File: config.mk
export PLATFORM = sky130hd
export DESIGN_NAME = multi_down_timer
export DESIGN_NICKNAME = d
export VERILOG_FILES = /design/src/rtl/timer_pkg.sv /design/src/rtl/timer_channel.sv /design/src/rtl/multi_down_timer.sv
export SDC_FILE = /design/constraint.sdc
export NUM_CORES = 1
export LEC_CHECK = 0
export CAP_MARGIN = 20
export CORE_MARGIN = 2
export CORE_UTILIZATION = 45
export CTS_CLUSTER_DIAMETER = 30
export DETAILED_ROUTE_END_ITERATION = 16
export PLACE_DENSITY_LB_ADDON = 0.12
export SYNTH_ARGS = -nofsm -noshare
export SYNTH_HDL_FRONTEND = slang
export SYNTH_SLANG_ARGS = --single-unit
File: constraint.sdc
create_clock -name clk -period 6 [get_ports clk]
set_input_delay 0.6 -clock clk [delete_from_list [all_inputs] [get_ports clk]]
set_output_delay 0.6 -clock clk [all_outputs]
set_load 0.005 [all_outputs]
File: src/rtl/timer_pkg.sv
// Shared mode constants and per-channel FSM encoding for multi_down_timer.
package timer_pkg;

  localparam logic [1:0] MODE_FREE   = 2'b00;
  localparam logic [1:0] MODE_CYCLIC = 2'b01;
  localparam logic [1:0] MODE_SINGLE = 2'b10;

  typedef enum logic [1:0] {
    ST_IDLE = 2'b00,
    ST_RUN  = 2'b01,
    ST_DONE = 2'b10
  } ch_state_e;

endpackage

File: src/rtl/timer_channel.sv
// One down-counting timer channel: reload/mode registers, IDLE/RUN/DONE FSM,
// sticky pending bit. State is exported on state_dbg for checkers.
module timer_channel
  import timer_pkg::*;
#(
  parameter int WIDTH = 16
) (
  input  logic             clk,
  input  logic             reset,
  input  logic             tick,
  input  logic             cfg_we,
  input  logic [1:0]       cfg_mode,
  input  logic [WIDTH-1:0] cfg_load,
  input  logic             start,
  input  logic             stop,
  input  logic             irq_clr,
  output logic [WIDTH-1:0] count,
  output logic             pend,
  output logic [1:0]       state_dbg
);

  // Control strobes are single-cycle and act on the edge they are sampled:
  // cfg_we overrides start/stop, stop overrides start, a pend set overrides irq_clr.
  ch_state_e        state_q, state_d;
  logic [WIDTH-1:0] count_q, count_d;
  logic [WIDTH-1:0] reload_q, reload_d;
  logic [1:0]       mode_q, mode_d;
  logic             pend_q, pend_d;
  logic             pend_set;

  always_ff @(posedge clk or posedge reset) begin
    if (reset) begin
      state_q  <= ST_IDLE;
      count_q  <= '1;
      reload_q <= '1;
      mode_q   <= MODE_FREE;
      pend_q   <= 1'b0;
    end else begin
      state_q  <= state_d;
      count_q  <= count_d;
      reload_q <= reload_d;
      mode_q   <= mode_d;
      pend_q   <= pend_d;
    end
  end

  always_comb begin
    state_d  = state_q;
    count_d  = count_q;
    reload_d = reload_q;
    mode_d   = mode_q;
    pend_set = 1'b0;

    if (cfg_we) begin
      reload_d = cfg_load;
      count_d  = cfg_load;
      mode_d   = cfg_mode;
      state_d  = ST_IDLE;
    end else begin
      case (state_q)
        ST_IDLE: begin
          if (start && !stop) state_d = ST_RUN;
        end
        ST_RUN: begin
          if (stop) begin
            state_d = ST_IDLE;
          end else if (tick) begin
            if (count_q != '0) begin
              count_d = count_q - WIDTH'(1);
            end else begin
              pend_set = 1'b1;
              case (mode_q)
                MODE_CYCLIC: count_d = reload_q;
                MODE_SINGLE: state_d = ST_DONE;
                MODE_FREE:   count_d = '1;
                default:     count_d = '1;  // reserved mode behaves as free-running
              endcase
            end
          end
        end
        ST_DONE: begin
          if (start && !stop) begin
            count_d = reload_q;
            state_d = ST_RUN;
          end
        end
        default: state_d = ST_IDLE;
      endcase
    end
  end

  assign pend_d    = pend_set | (pend_q & ~irq_clr);
  assign count     = count_q;
  assign pend      = pend_q;
  assign state_dbg = state_q;

endmodule

File: src/rtl/multi_down_timer.sv
// Multi-channel down timer: cfg decode, shared tick, channel array, irq register.
// Optional shared prescaler enabled by MULTI_DOWN_TIMER_PRESCALER_EN.
module multi_down_timer
  import timer_pkg::*;
#(
  parameter int WIDTH    = 16,
  parameter int NUM_CH   = 4,
  parameter int CH_IDX_W = (NUM_CH > 1) ? $clog2(NUM_CH) : 1,
  parameter int PRESC_W  = 8
) (
  input  logic                    clk,
  input  logic                    reset,
  input  logic                    cfg_we,
  input  logic [CH_IDX_W-1:0]     cfg_ch,
  input  logic [1:0]              cfg_mode,
  input  logic [WIDTH-1:0]        cfg_load,
  input  logic [NUM_CH-1:0]       start,
  input  logic [NUM_CH-1:0]       stop,
  input  logic [NUM_CH-1:0]       irq_clr,
  input  logic [PRESC_W-1:0]      presc_div,
  output logic [NUM_CH*WIDTH-1:0] count,
  output logic [NUM_CH-1:0]       irq_pend,
  output logic                    irq,
  output logic [NUM_CH*2-1:0]     state_dbg
);

  logic tick;

`ifdef MULTI_DOWN_TIMER_PRESCALER_EN
  logic [PRESC_W-1:0] presc_cnt;

  // Equality compare means a shrinking presc_div lets the counter run up and wrap.
  assign tick = (presc_cnt == presc_div);

  always_ff @(posedge clk or posedge reset) begin
    if (reset)     presc_cnt <= '0;
    else if (tick) presc_cnt <= '0;
    else           presc_cnt <= presc_cnt + PRESC_W'(1);
  end
`else
  logic unused_presc;
  assign unused_presc = ^presc_div;
  assign tick         = 1'b1;
`endif

  for (genvar i = 0; i < NUM_CH; i++) begin : g_ch
    logic cfg_hit;
    assign cfg_hit = cfg_we && (cfg_ch == CH_IDX_W'(i));

    timer_channel #(
      .WIDTH(WIDTH)
    ) u_ch (
      .clk      (clk),
      .reset    (reset),
      .tick     (tick),
      .cfg_we   (cfg_hit),
      .cfg_mode (cfg_mode),
      .cfg_load (cfg_load),
      .start    (start[i]),
      .stop     (stop[i]),
      .irq_clr  (irq_clr[i]),
      .count    (count[i*WIDTH +: WIDTH]),
      .pend     (irq_pend[i]),
      .state_dbg(state_dbg[2*i +: 2])
    );
  end

  always_ff @(posedge clk or posedge reset) begin
    if (reset) irq <= 1'b0;
    else       irq <= |irq_pend;
  end

endmodule

======== Yosys cells after proc, flatten, opt, wreduce, memory -nomap -nowiden ========
Index checks and enable logic that the tools add are counted.
word-level totals
  bits of input ports ..................... 43
  bits in registers ....................... 149
cells by class
  equality and inequality tests ........... 43
  bitwise logic cells ..................... 12
  muxes and demuxes ....................... 64
  add/sub/neg operators ................... 4
  reductions and logical operators ........ 38
operator list
  cell                     number
  $mux W16                 16
  $pmux W16 S2             8
  $reduce_bool A16 Y1      4
  $sub A16 B1 Y16 const B  4
  $mux W2                  20
  $ne A4 B3 Y1 const B     8
  $eq A2 B2 Y1 const B     10
  $eq A2 B1 Y1 const B     9
  $mux W1                  16
  $ne A4 B4 Y1 const B     4
  $pmux W2 S2              4
  $reduce_and A4 Y1        4
  $ne A3 B1 Y1 const B     4
  $ne A3 B2 Y1 const B     4
  $ne A3 B3 Y1 const B     4
  $reduce_and A3 Y1        4
  $reduce_bool A3 Y1       4
  $logic_not A2 Y1         5
  $logic_and A1 B1 Y1      8
  $reduce_or A2 Y1         4
  $and A1 B1 Y1            4
  $logic_not A1 Y1         4
  $not A1 Y1               4
  $or A1 B1 Y1             4
  $reduce_or A4 Y1         1

======== Longest topological paths before layout ========
  word-level depth ........................ 6
  mapped depth ............................ 9
  depth with buffers taken out ............ 8

======== By module ========
From an unflattened synthesis, not the netlist that was laid out.
unflattened totals
  cells, all modules ...................... 892
  area total of the unflattened synthesis .. 8609.5 um^2
by module, submodules not included
  module                             area each (um^2)  cells each  sequential area each (um^2)  times used
  timer_channel at g_ch[0].u_ch ...  2103.3            214         965.9                        2
  timer_channel at g_ch[3].u_ch      2189.6            228         965.9                        1
  timer_channel at g_ch[2].u_ch      2142.1            228         965.9                        1
  multi_down_timer                   71.3              8           25.0                         1

======== Worst setup path before layout ========
Ideal clock, no wire load.
  kind .................................... flip-flop to flip-flop
  start point ............................. register g_ch[1].u_ch.count_q[6]
  end point ............................... register g_ch[1].u_ch.count_q[13]
  clock period less this slack ............ 2292 ps
  cell stages (with the launch flop) ...... 9
  path slack .............................. 3708 ps
  data required time ...................... 5912 ps
  buffers on the path ..................... 2
  data arrival time ....................... 2204 ps
  cell sequence ........................... dfstp_2 or4_1 clkbuf_1 nor4_4 a31oi_1 buf_2 o22ai_1 a2bb2oi_1 o21ai_1
on the way
  word-level cells in the longest chain between the ends .. 5
  elaborated cells on any way between the ends .. 8
  those cells by class .................... add/sub (1); eq/ne (1); mux (4); reduce/logical (2)
RTL lines
  item                                                           line                                      text
  start, declared                                                timer_channel.sv:25                       logic [WIDTH-1:0] count_q, count_d;
  start signal, assigned                                         timer_channel.sv:40                       count_q <= count_d;
  $sub A16 B1 Y16 / $reduce_bool A16 Y1 (equally long branches)  timer_channel.sv:69, timer_channel.sv:68
  $mux W16                                                       timer_channel.sv:68                       if (count_q != '0) begin
  $mux W16                                                       timer_channel.sv:65                       if (stop) begin
  $pmux W16 S2                                                   timer_channel.sv:60                       case (state_q)
  $mux W16                                                       timer_channel.sv:54                       if (cfg_we) begin
Parallel ways exist; a longest one is shown, timed or not. The select of a mux whose other input is x is not followed.
A chain may end at the register's enable or synchronous reset.

======== Worst setup path in the final report ========
  start point ............................. register g_ch[3].u_ch.count_q[8]
  end point ............................... register g_ch[3].u_ch.count_q[5]
on the way
  word-level cells in the longest chain between the ends .. 5
  elaborated cells on any way between the ends .. 7
  those cells by class .................... eq/ne (1); mux (4); reduce/logical (2)
RTL lines
  item                     line
  start, declared          timer_channel.sv:25
  start signal, assigned   timer_channel.sv:40
  $reduce_bool A16 Y1 (*)  timer_channel.sv:68
  $mux W16                 timer_channel.sv:68
  $mux W16                 timer_channel.sv:65
  $pmux W16 S2             timer_channel.sv:60
  $mux W16                 timer_channel.sv:54
Mark *: on every way between the ends. The rest lies on a longest branch, timed or not. The select of a mux whose other input is x is not followed.

==> results by group <==
Finish
  • Most used cells in the layout excluding fill and tap cells: 264 x sky130_fd_sc_hd__nand2_1, 128 x sky130_fd_sc_hd__dfstp_2, 111 x sky130_fd_sc_hd__clkdlybuf4s50_1
  • Share of final-layout standard cells stronger than drive strength 1: 18.6%
  • Layout overhead on the synthesized area: 23.6%
  • Most common library cell in the layout ignoring fill and taps: sky130_fd_sc_hd__nand2_1
  • Number of nets in the layout: 1061
  • Number of diodes added for antenna fixing: 0

Clock tree
  • Deepest level of the CTS H-tree: 4
  • TritonCTS sink count: 149
  • Count of cells resized by post-cts repair: 0
  • Worst-Skew Late Latency: 0.42 ns
  • Clock-pin slew on the worst setup and hold paths: 0.06 ns
  • Clock tree root driver cell: sky130_fd_sc_hd__clkbuf_16
  • CTS tree: built
  • Hold-fix buffers, CTS: 0
  • Buffers inserted by post-CTS timing repair: 0
  • TritonCTS Buffers: 17
  • CTS Buffer Depth: 2

STA
  • RSZ-0062 raised after global routing: false
  • Maximum clock frequency: 322 MHz
  • Setup violators final: 0
  • Total negative slack for setup checks: 0 ns
  • Post-layout minimum cycle time: 3.10 ns
  • Slew Viols, Final: 0
  • Worst relative slew slack: 32.2%
  • Clock Skews: 0.00661 ns
  • Least-Margin Pin Slew: 1.01 ns
  • Final hold violations: 0
  • Ratio of final minimum period to clock period: 51.7%

Job
  • Maxcap violations: 0

Detailed routing
  • Detail Route Antenna Nets: 0
  • Vias per inst: 5.78
  • Number of violations reported at the end of detailed-routing iteration 0: 683
  • Number of search-and-repair iterations in the first detailed-routing pass: 5
  • Uppermost metal layer occupied by signal nets: met5
  • WL per Instance: 18.4 um
  • Drc violations: 0
  • Drt total wl: 22900 um
  • Via count: 7218
  • Met3 wire length: 1220 um
  • Sum of routed wire segments on met1: 10700 um
  • Met2 wire length: 10700 um

Setup path
  • Critical Path Start Type: register
  • Kind of end point of the critical path: register
  • Class of the most critical setup path: reg2reg
  • Data arrival, critical path: 3.44 ns
  • First element of the critical path: g_ch[3].u_ch.count[8]
  • Destination of the critical timing path: g_ch[3].u_ch.count[5]
  • Startpoint of the most critical register-to-register path: g_ch[3].u_ch.count[8]
  • R2r setup slk: 2.90 ns
  • Worst Path Max Fanout: 14
  • Number of cells on the worst reg-to-reg path: 6
  • RR Endpoint: g_ch[3].u_ch.count[5]
  • Worst EP required: 6.34 ns

GRT
  • Pin count of the biggest net entering global routing: 102
  • Vias in the first global route: 6720
  • Global-route total usage across every layer: 25.1%
  • Wire length of the first global-routing pass: 36400 um
  • Overall overflow remaining after global route: 0
  • Antenna violations before repair: 1

Hold path
  • Path category of the worst min-delay check: reg2reg

Pwr
  • Fraction of power consumed by sequential logic: 44.2%
  • Power share of the combinational group: 26.1%
  • Leak Pwr: 4.08 nW
  • Internal power: 2.55 mW
  • Switching component of the power: 1.14 mW
  • Worst IR drop on VDD: 0.000224 V
  • Switching share of power: 30.8%
  • Clock power share: 29.7%
  • Power density of the placed cells: 371 mW/mm^2
  • Final Power: 3.69 mW

Die
  • Core Footprint: 0.0174 mm^2
  • Number of top-level pins: 120
  • Floorplan die area: 0.0190 mm^2
  • Die outline width: 138 um
  • FP Rows: 48
  • Vert. Die Dim: 138 um
  • Starting utilization of the core area: 46.3%

Yosys
  • Yosys Warn Count: 0
  • Count of unique library cells instantiated by Yosys: 59
  • Post-synthesis instance area: 0.00804 mm^2
  • Most used flip-flop cell after synthesis: sky130_fd_sc_hd__dfstp_2
  • Count of flip-flops with a built-in enable after synthesis: 0
  • Sequential cell area fraction in the yosys report: 48.4%
  • Syn_nets: 968
  • Per-instance average area after synthesis: 8.77 um^2
  • Gate Count Post-Synth: 917
  • Number of storage elements in the synthesis netlist: 149
  • Post-synthesis async set-or-reset flop share: 100%

Place
  • Routability Congestion: 0.833
  • Input/output buffers: 111
  • Estimated wirelength of the detail-placed design: 15100 um

Outcome
  • Outcome: finished, final reports clean
cells by family after synthesis:
group	count (synthesis)	synth area share, %
xor+xnor	41	4.47
compound gates	193	16.2
flops	149	48.4
buf+inv	73	3.73
fa+ha+maj	8	1.24
simple gates	453	26.0
final cells by class:
| cell class | count | area (um^2) |
|---|---|---|
| clock inverter | 8 | 95.1 |
| fill | 1594 | 7420 |
| multi-input combinational | 695 | 3860 |
| inverter | 24 | 95.1 |
| tap | 225 | 282 |
| sequential | 149 | 3890 |
| clock buffer | 24 | 512 |
| timing repair buffer | 123 | 1200 |
sequential cells by signal, summed over array words and instances (netlist names):
name                 count
g_ch.u_ch.count         64
irq                      1
g_ch.u_ch.state_dbg      8
g_ch.u_ch.mode_q         8
g_ch.u_ch.pend           4
g_ch.u_ch.reload_q      64
routing by layer:
layer  vias to the layer above  global-route usage (%)
li1                       3443                       -
met5                         -                       0
met1                      3540                    36.0
met4                         2                    6.24
met2                       216                    39.7
met3                        17                    3.97
cell usage after synthesis (all sizes together), types with 3 or more instances:
| master | instances | area, um^2 |
|---|---|---|
| nand2 | 264 | 991 |
| a21o | 4 | 30.0 |
| nor2b | 6 | 37.5 |
| o31ai | 3 | 22.5 |
| nand3b | 6 | 45.0 |
| xnor2 | 18 | 158 |
| a211oi | 3 | 22.5 |
| a41oi | 4 | 35.0 |
| nand2b | 15 | 93.8 |
| xor2 | 23 | 201 |
| nor2 | 49 | 184 |
| dfstp | 128 | 3360 |
| a21oi | 28 | 140 |
| o22ai | 27 | 169 |
| o221ai | 17 | 149 |
| nand4 | 7 | 43.8 |
| nor3b | 7 | 52.6 |
| nor3 | 11 | 55.1 |
| inv | 24 | 90.1 |
| a221o | 4 | 40.0 |
| buf | 16 | 86.3 |
| or4 | 12 | 90.1 |
| o21ai | 34 | 170 |
| nand3 | 34 | 170 |
| a22oi | 3 | 22.5 |
| or3 | 5 | 31.3 |
| a31oi | 18 | 113 |
| and4 | 3 | 26.3 |
| clkbuf | 33 | 124 |
| ha | 8 | 100 |
| or2 | 7 | 43.8 |
| dfrtp | 21 | 526 |
| nor4 | 19 | 161 |
| o22a | 3 | 26.3 |
| o211ai | 29 | 218 |
worst min-delay path by stage:
stage / from / end / slack [ns] / cells after the start
floorplan: g_ch[0].u_ch.reload_q[15] / g_ch[0].u_ch.reload_q[15] / 0.43 / 2
global placement: g_ch[2].u_ch.reload_q[10] / g_ch[2].u_ch.reload_q[10] / 0.44 / 2
detailed placement: g_ch[3].u_ch.reload_q[3] / g_ch[3].u_ch.reload_q[3] / 0.45 / 2
CTS: g_ch[3].u_ch.reload_q[3] / g_ch[3].u_ch.reload_q[3] / 0.46 / 2
global route: g_ch[3].u_ch.reload_q[8] / g_ch[3].u_ch.reload_q[8] / 0.46 / 2
finish: g_ch[3].u_ch.reload_q[8] / g_ch[3].u_ch.reload_q[8] / 0.45 / 2
power groups by stage:
stage	clock network (mW)	registers, mW	logic (mW)
finish	1.09	1.63	0.962
global route	1.15	1.67	1.08
CTS	1.11	1.63	0.967
detailed placement	0	1.63	0.962
global placement	0	1.64	0.944
floorplan	0	1.56	0.563
critical path: stages (launching register included):
cell and delay [ns]:
sky130_fd_sc_hd__dfstp_2 0.41, sky130_fd_sc_hd__or4_1 0.58, sky130_fd_sc_hd__nor4_2 0.59, sky130_fd_sc_hd__a41oi_1 0.32
sky130_fd_sc_hd__nor2_1 0.85, sky130_fd_sc_hd__a22oi_1 0.13, sky130_fd_sc_hd__o21ai_0 0.14
stage by stage:
stage	hold slack, ns	setup WS, ns	instances	utilization, %	area [um^2]
floorplan	0.435	1.60	917	-	8040
global placement	0.444	2.97	1216	53.8	9330
detailed placement	0.446	2.93	1216	53.8	9330
CTS	0.456	2.93	1248	57.3	9940
global route	0.462	2.60	1248	57.3	9940
finish	0.453	2.90	1248	57.3	9940
Power figures use the tool's default switching activity.
